### config.mk
export PLATFORM = sky130hd
export DESIGN_NAME = block_transfer_controller
export DESIGN_NICKNAME = d
export VERILOG_FILES = /design/src/rtl/block_transfer_controller.sv
export SDC_FILE = /design/constraint.sdc
export NUM_CORES = 1
export LEC_CHECK = 0
export CAP_MARGIN = 20
export CORE_MARGIN = 2
export CORE_UTILIZATION = 52
export DETAILED_ROUTE_END_ITERATION = 16
export HOLD_SLACK_MARGIN = 0.02
export PLACE_DENSITY = 0.84
export SETUP_SLACK_MARGIN = 0.02
export SLEW_MARGIN = 40
export SYNTH_ARGS = -nofsm -noshare
export SYNTH_HDL_FRONTEND = slang
export SYNTH_SLANG_ARGS = --single-unit
### constraint.sdc
create_clock -name clock -period 3.4 [get_ports clock]
set_input_delay 0.34 -clock clock [delete_from_list [all_inputs] [get_ports clock]]
set_output_delay 0.34 -clock clock [all_outputs]
set_load 0.05 [all_outputs]
### src/rtl/block_transfer_controller.sv
// block_transfer_controller: control-only sequencer for one block-engine transaction
// (fill assembler -> run engine -> load disassembler -> drain). Define BTC_TIMEOUT_EN for the RUN watchdog.
module block_transfer_controller #(
  parameter int WSIZE   = 32,
  parameter int BSIZE   = 128,
  parameter int WPB     = BSIZE / WSIZE,
  parameter int TIMEOUT = 1024
) (
  input  logic        clock,
  input  logic        reset,
  input  logic        enable,
  input  logic        in_fifo_empty,
  output logic        in_fifo_read_en,
  output logic        asm_word_ready,
  output logic        asm_hold,
  output logic        engine_start,
  input  logic        engine_done,
  output logic        dis_block_ready,
  input  logic        dis_pull_block,
  input  logic        dis_word_ready,
  output logic        dis_hold,
  input  logic        out_fifo_full,
  output logic        out_fifo_write_en,
  output logic        busy,
  output logic [15:0] blocks_done,
  output logic        error
);

  localparam int CW = $clog2(WPB) + 1;
  localparam logic [CW-1:0] LAST_WORD = CW'(WPB - 1);

  localparam logic [2:0] S_IDLE   = 3'd0;
  localparam logic [2:0] S_FILL   = 3'd1;
  localparam logic [2:0] S_SETTLE = 3'd2;
  localparam logic [2:0] S_RUN    = 3'd3;
  localparam logic [2:0] S_LOAD   = 3'd4;
  localparam logic [2:0] S_DRAIN  = 3'd5;

  if (WPB < 1 || WPB * WSIZE != BSIZE || TIMEOUT < 2) begin : g_param_check
    $error("block_transfer_controller: inconsistent WSIZE/BSIZE/WPB/TIMEOUT");
  end

  logic [2:0]    state_q, state_d;
  logic [CW-1:0] word_cnt_q, word_cnt_d;
  logic [15:0]   blocks_done_q, blocks_done_d;
  logic          asm_word_ready_q, asm_word_ready_d;
  logic          engine_start_q, engine_start_d;
  logic          timeout_hit;

  // NOTE: every signal gets a default at the top of always_comb so no path leaves it unassigned (no latch).
  always_comb begin
    state_d           = state_q;
    word_cnt_d        = word_cnt_q;
    blocks_done_d     = blocks_done_q;
    in_fifo_read_en   = 1'b0;
    out_fifo_write_en = 1'b0;
    case (state_q)
      S_IDLE: begin
        if (enable && !in_fifo_empty) begin
          state_d    = S_FILL;
          word_cnt_d = '0;
        end
      end
      S_FILL: begin
        in_fifo_read_en = !in_fifo_empty;
        if (!in_fifo_empty) begin
          word_cnt_d = word_cnt_q + 1'b1;
          if (word_cnt_q == LAST_WORD) state_d = S_SETTLE;
        end
      end
      S_SETTLE: state_d = S_RUN;
      S_RUN: begin
        if (engine_done)      state_d = S_LOAD;
        else if (timeout_hit) state_d = S_IDLE;
      end
      S_LOAD: begin
        if (dis_pull_block) begin
          state_d    = S_DRAIN;
          word_cnt_d = '0;
        end
      end
      S_DRAIN: begin
        out_fifo_write_en = dis_word_ready && !out_fifo_full;
        if (dis_word_ready && !out_fifo_full) begin
          word_cnt_d = word_cnt_q + 1'b1;
          if (word_cnt_q == LAST_WORD) begin
            blocks_done_d = blocks_done_q + 16'd1;
            word_cnt_d    = '0;
            state_d       = (enable && !in_fifo_empty) ? S_FILL : S_IDLE;
          end
        end
      end
      default: state_d = S_IDLE;
    endcase
  end

  // Fifo read data appears one cycle after the pop, so the assembler strobe trails it.
  assign asm_word_ready_d = in_fifo_read_en;
  assign engine_start_d   = (state_d == S_RUN) && (state_q != S_RUN);

  // NOTE: state flops use non-blocking assignments so every flop samples pre-edge values.
  always_ff @(posedge clock) begin
    if (reset) begin
      state_q          <= S_IDLE;
      word_cnt_q       <= '0;
      blocks_done_q    <= '0;
      asm_word_ready_q <= 1'b0;
      engine_start_q   <= 1'b0;
    end else begin
      state_q          <= state_d;
      word_cnt_q       <= word_cnt_d;
      blocks_done_q    <= blocks_done_d;
      asm_word_ready_q <= asm_word_ready_d;
      engine_start_q   <= engine_start_d;
    end
  end

`ifdef BTC_TIMEOUT_EN
  localparam int TW = $clog2(TIMEOUT + 1);
  logic [TW-1:0] timer_q, timer_d;
  logic          error_q, error_d;

  assign timeout_hit = (state_q == S_RUN) && !engine_done && (timer_q == TW'(TIMEOUT - 1));

  always_comb begin
    timer_d = (state_q == S_RUN) ? timer_q + 1'b1 : '0;
    error_d = error_q || timeout_hit;
  end

  always_ff @(posedge clock) begin
    if (reset) begin
      timer_q <= '0;
      error_q <= 1'b0;
    end else begin
      timer_q <= timer_d;
      error_q <= error_d;
    end
  end

  assign error = error_q;
`else
  assign timeout_hit = 1'b0;
  assign error       = 1'b0;
`endif

  assign asm_word_ready  = asm_word_ready_q;
  assign engine_start    = engine_start_q;
  assign asm_hold        = !((state_q == S_FILL) || (state_q == S_SETTLE));
  assign dis_block_ready = (state_q == S_LOAD);
  assign dis_hold        = !((state_q == S_DRAIN) && !out_fifo_full);
  assign busy            = (state_q != S_IDLE);
  assign blocks_done     = blocks_done_q;

endmodule

==> metrics <==
status finished, final reports clean; number of clock sinks seen by CTS 24; part of the total power dissipated in combinational logic under 10%; cell count after placement around 210; number of buffers inserted to repair setup after CTS 0; TNS Setup 0 ns; average cell area after synthesis between 8 and 9 µm²; Fin. Hold Viols 0; CTS clock-pin slew for the worst setup and hold paths between 0.1 and 0.15 ns; clock tree root buffer cell clkbuf_4; count of flip-flops with a built-in enable after synthesis 0; remaining max-slew budget at the tightest pin 65.8%; insertion delay to the later sink of the worst-skew pair 0.32 ns; top cell family by delay on the critical path buffers and inverters; cell with the largest stage delay on the worst path clkdlybuf4s50_1; clock tree from TritonCTS done; wire length per cell after detailed routing 13.5 µm; die extent in x 54.2 µm; post-DR vias/cell 5.72; Post-Route M1 WL 1.32 mm; number of max-cap violations 0; commonest non-fill, non-tap cells in the layout clkdlybuf4s50_1 (31), dfxtp_1 (24), nor2_1 (14); clock power share 38.7%; worst clock skew 0.00438 ns; complex-gate fraction of the synthesized area approximately 16%; switching part of the total power between 20 and 25%; total leakage power 0.565 nW; maximum number of buffers from clock root to sink 2; CTS HTree Levels 1; share of final-layout standard cells stronger than drive strength 1 5.88%; startpoint type of the worst setup path flop; Floorplan Core Area about 0.0024 mm²; number of diodes added for antenna fixing 0; number of antenna violations at the first check in global routing 0; post-layout min period around 2.6 ns; buffer and inverter count on the worst path 1; number of different library cells in the post-synthesis netlist 39; DIE AREA 0.00294 mm²; met3 routed WL 149 µm; overflow left after global routing 0; share of the synthesized netlist area taken by xor and xnor gates between 5 and 6%; FFs w/ async S/R, synth 0%; part of the power in registers 52.6%; total power density per cell area about 320 mW/mm²; number of non-filler instances in the completed layout 217; first-pass GRT wire length 4.92 mm; die boundary height 54.2 µm; FF+latch count, synth 24; most common cell after layout, fill and taps aside clkdlybuf4s50_1; Simple-Gate Fraction of Synth Area about 31%; Gate Count Post-Synth 160; quantity of hold-fixing buffers added after cts 0; post-synth design cell area 0.00131 mm²; Port Buffer Count 31; TritonRoute pass-1 iters 4; gr usage total roughly 23%; nets 201; Top Ports 33; number of buffers inserted during clock tree synthesis 3; data required time of the worst path 3.06 ns; placer congestion estimate roughly 0.84; maximum cell stage delay along the critical path around 0.84 ns; uppermost metal layer occupied by signal nets met4; worst hold-check path type reg -> reg; Tcrit/Tclk final 76.6%; net switching power of the design approximately 0.00012 W; remaining design rule violation count 0; total nets after synthesis 173; Worst VDD drop 0.240 mV; kind of end point of the critical path output pin; antenna viol nets, final 0; Crit Path Category reg -> out; top fanout value on the critical path 16; arrival time worst endpoint 2.27 ns; proportion of synthesized area in mux cells 0.763%; share of synthesized cell area in full adder, half adder and majority cells 4.77%; total length of routed met2 wires 1.43 mm; # setup viols final 0; number of global-route vias before repair 1123; final-report max-slew violation count 0; cell-internal power 0.000422 W; post-CTS sizing 0; Layout area overhead 28.1%; Rows 18; FMAX between 300 and 400 MHz; leading register cell type out of synthesis dfxtp_1; pin count of the biggest net entering global routing 17; number of vias after detailed routing 1242; dominant combinational cell family by area after synthesis simple AND/OR/NAND/NOR gates; Yosys warnings 0; slew at the pin with the worst max-slew slack 0.512 ns; unrepaired setup endpoints after global routing no; starting density of the core 53.9%; fill count 207; drt initial violations 26; register area share after synthesis 36.6%; Routed Wire Length 2.93 mm; sequence of cells on the critical path nand2b_1 > nor3_1 > clkdlybuf4s50_1; HPWL reported at the end of detailed placement between 2 and 2.5 mm
Yosys cell counts, types with 2 or more instances:
master / count / area, µm²
o31ai_1: 6 / 45.0
nor2b_1: 3 / 18.8
ha_1: 5 / 62.6
nor2_1: 14 / 52.6
a31o_2: 2 / 17.5
or3_1: 5 / 31.3
nand3_1: 5 / 25.0
o21ai_0: 8 / 40.0
dfxtp_1: 24 / 480
clkbuf_1: 7 / 26.3
inv_1: 7 / 26.3
nand4_1: 6 / 37.5
nor4_1: 3 / 18.8
nor3_1: 3 / 15.0
a21oi_1: 12 / 60.1
and2_1: 2 / 12.5
nand2_1: 9 / 33.8
and3b_1: 3 / 26.3
or4_1: 5 / 37.5
xnor2_1: 3 / 26.3
xor2_1: 5 / 43.8
nand2b_1: 5 / 31.3
nand3b_1: 2 / 15.0
flip-flops by register name, summed over array words and instances (netlist names):
register / cells
blocks_done: 16
state_q: 3
word_cnt_q: 3
asm_word_ready: 1
engine_start: 1
cells by family after synthesis:
kind of cell               Yosys count
and+or+nand+nor                     71
AOI/OAI and AO/OA                   34
DFF                                 24
buffers and inverters               16
xor gates and xnor gates             8
adders and majority gates            5
other                                1
muxes                                1
metrics by stage:
| stage | hold WS (ns) | cell area, µm² | utilization [%] | setup slack, ns | total power [W] |
|---|---|---|---|---|---|
| CTS | 0.493 | 1680 | 69.1 | 0.807 | 0.000547 |
| finish | 0.485 | 1680 | 69.1 | 0.795 | 0.000545 |
| floorplan | 0.419 | 1310 | - | 1.30 | 0.000323 |
| detailed placement | 0.475 | 1630 | 66.9 | 1.02 | 0.000340 |
| global placement | 0.462 | 1630 | 66.9 | 1.05 | 0.000340 |
| global route | 0.530 | 1680 | 69.1 | 0.660 | 0.000561 |
worst min-delay path: cells and delay by family, from the launching register on:
kind / cells / cell delay, ns
multiplexers: 1 / 0.05
AND/OR/NAND/NOR: 1 / 0.06
flip-flops: 1 / 0.34
worst paths after layout:
check / start / end / slack [ns] / depth (start not counted)
max reg2reg: state_q[0]$_SDFF_PP0_ / blocks_done[15]$_SDFFE_PP0P_ / 1.18 / 4
min: word_cnt_q[1]$_SDFFE_PP0P_ / word_cnt_q[1]$_SDFFE_PP0P_ / 0.49 / 2
max: state_q[0]$_SDFF_PP0_ / in_fifo_read_en / 0.79 / 3
min reg2reg: word_cnt_q[1]$_SDFFE_PP0P_ / word_cnt_q[1]$_SDFFE_PP0P_ / 0.49 / 2
final cells by class:
| type | count | area, µm² | share of cell area (%) |
|---|---|---|---|
| clock buffers | 3 | 22.5 | 1.34 |
| inverters | 7 | 26.3 | 1.56 |
| clock inverters | 1 | 30.0 | 1.79 |
| well taps | 30 | 37.5 | 2.23 |
| flip-flops and latches | 24 | 480 | 28.6 |
| multi-input cells | 120 | 766 | 45.6 |
| repair buffers | 32 | 318 | 18.9 |
layer usage:
metal | vias up | track usage [%]
met1 | 566 | 28.9
met2 | 38 | 39.0
met5 | - | 0
met4 | 0 | 6.25
met3 | 4 | 3.55
li1 | 634 | -
power groups by stage:
stage | combinational (W) | clock (W) | sequential (W)
floorplan | 0.0000308 | 0 | 0.000292
global placement | 0.0000467 | 0 | 0.000293
detailed placement | 0.0000470 | 0 | 0.000293
CTS | 0.0000471 | 0.000213 | 0.000287
global route | 0.0000509 | 0.000223 | 0.000288
finish | 0.0000473 | 0.000211 | 0.000287
Note: power is estimated with default switching activity, not from simulation.
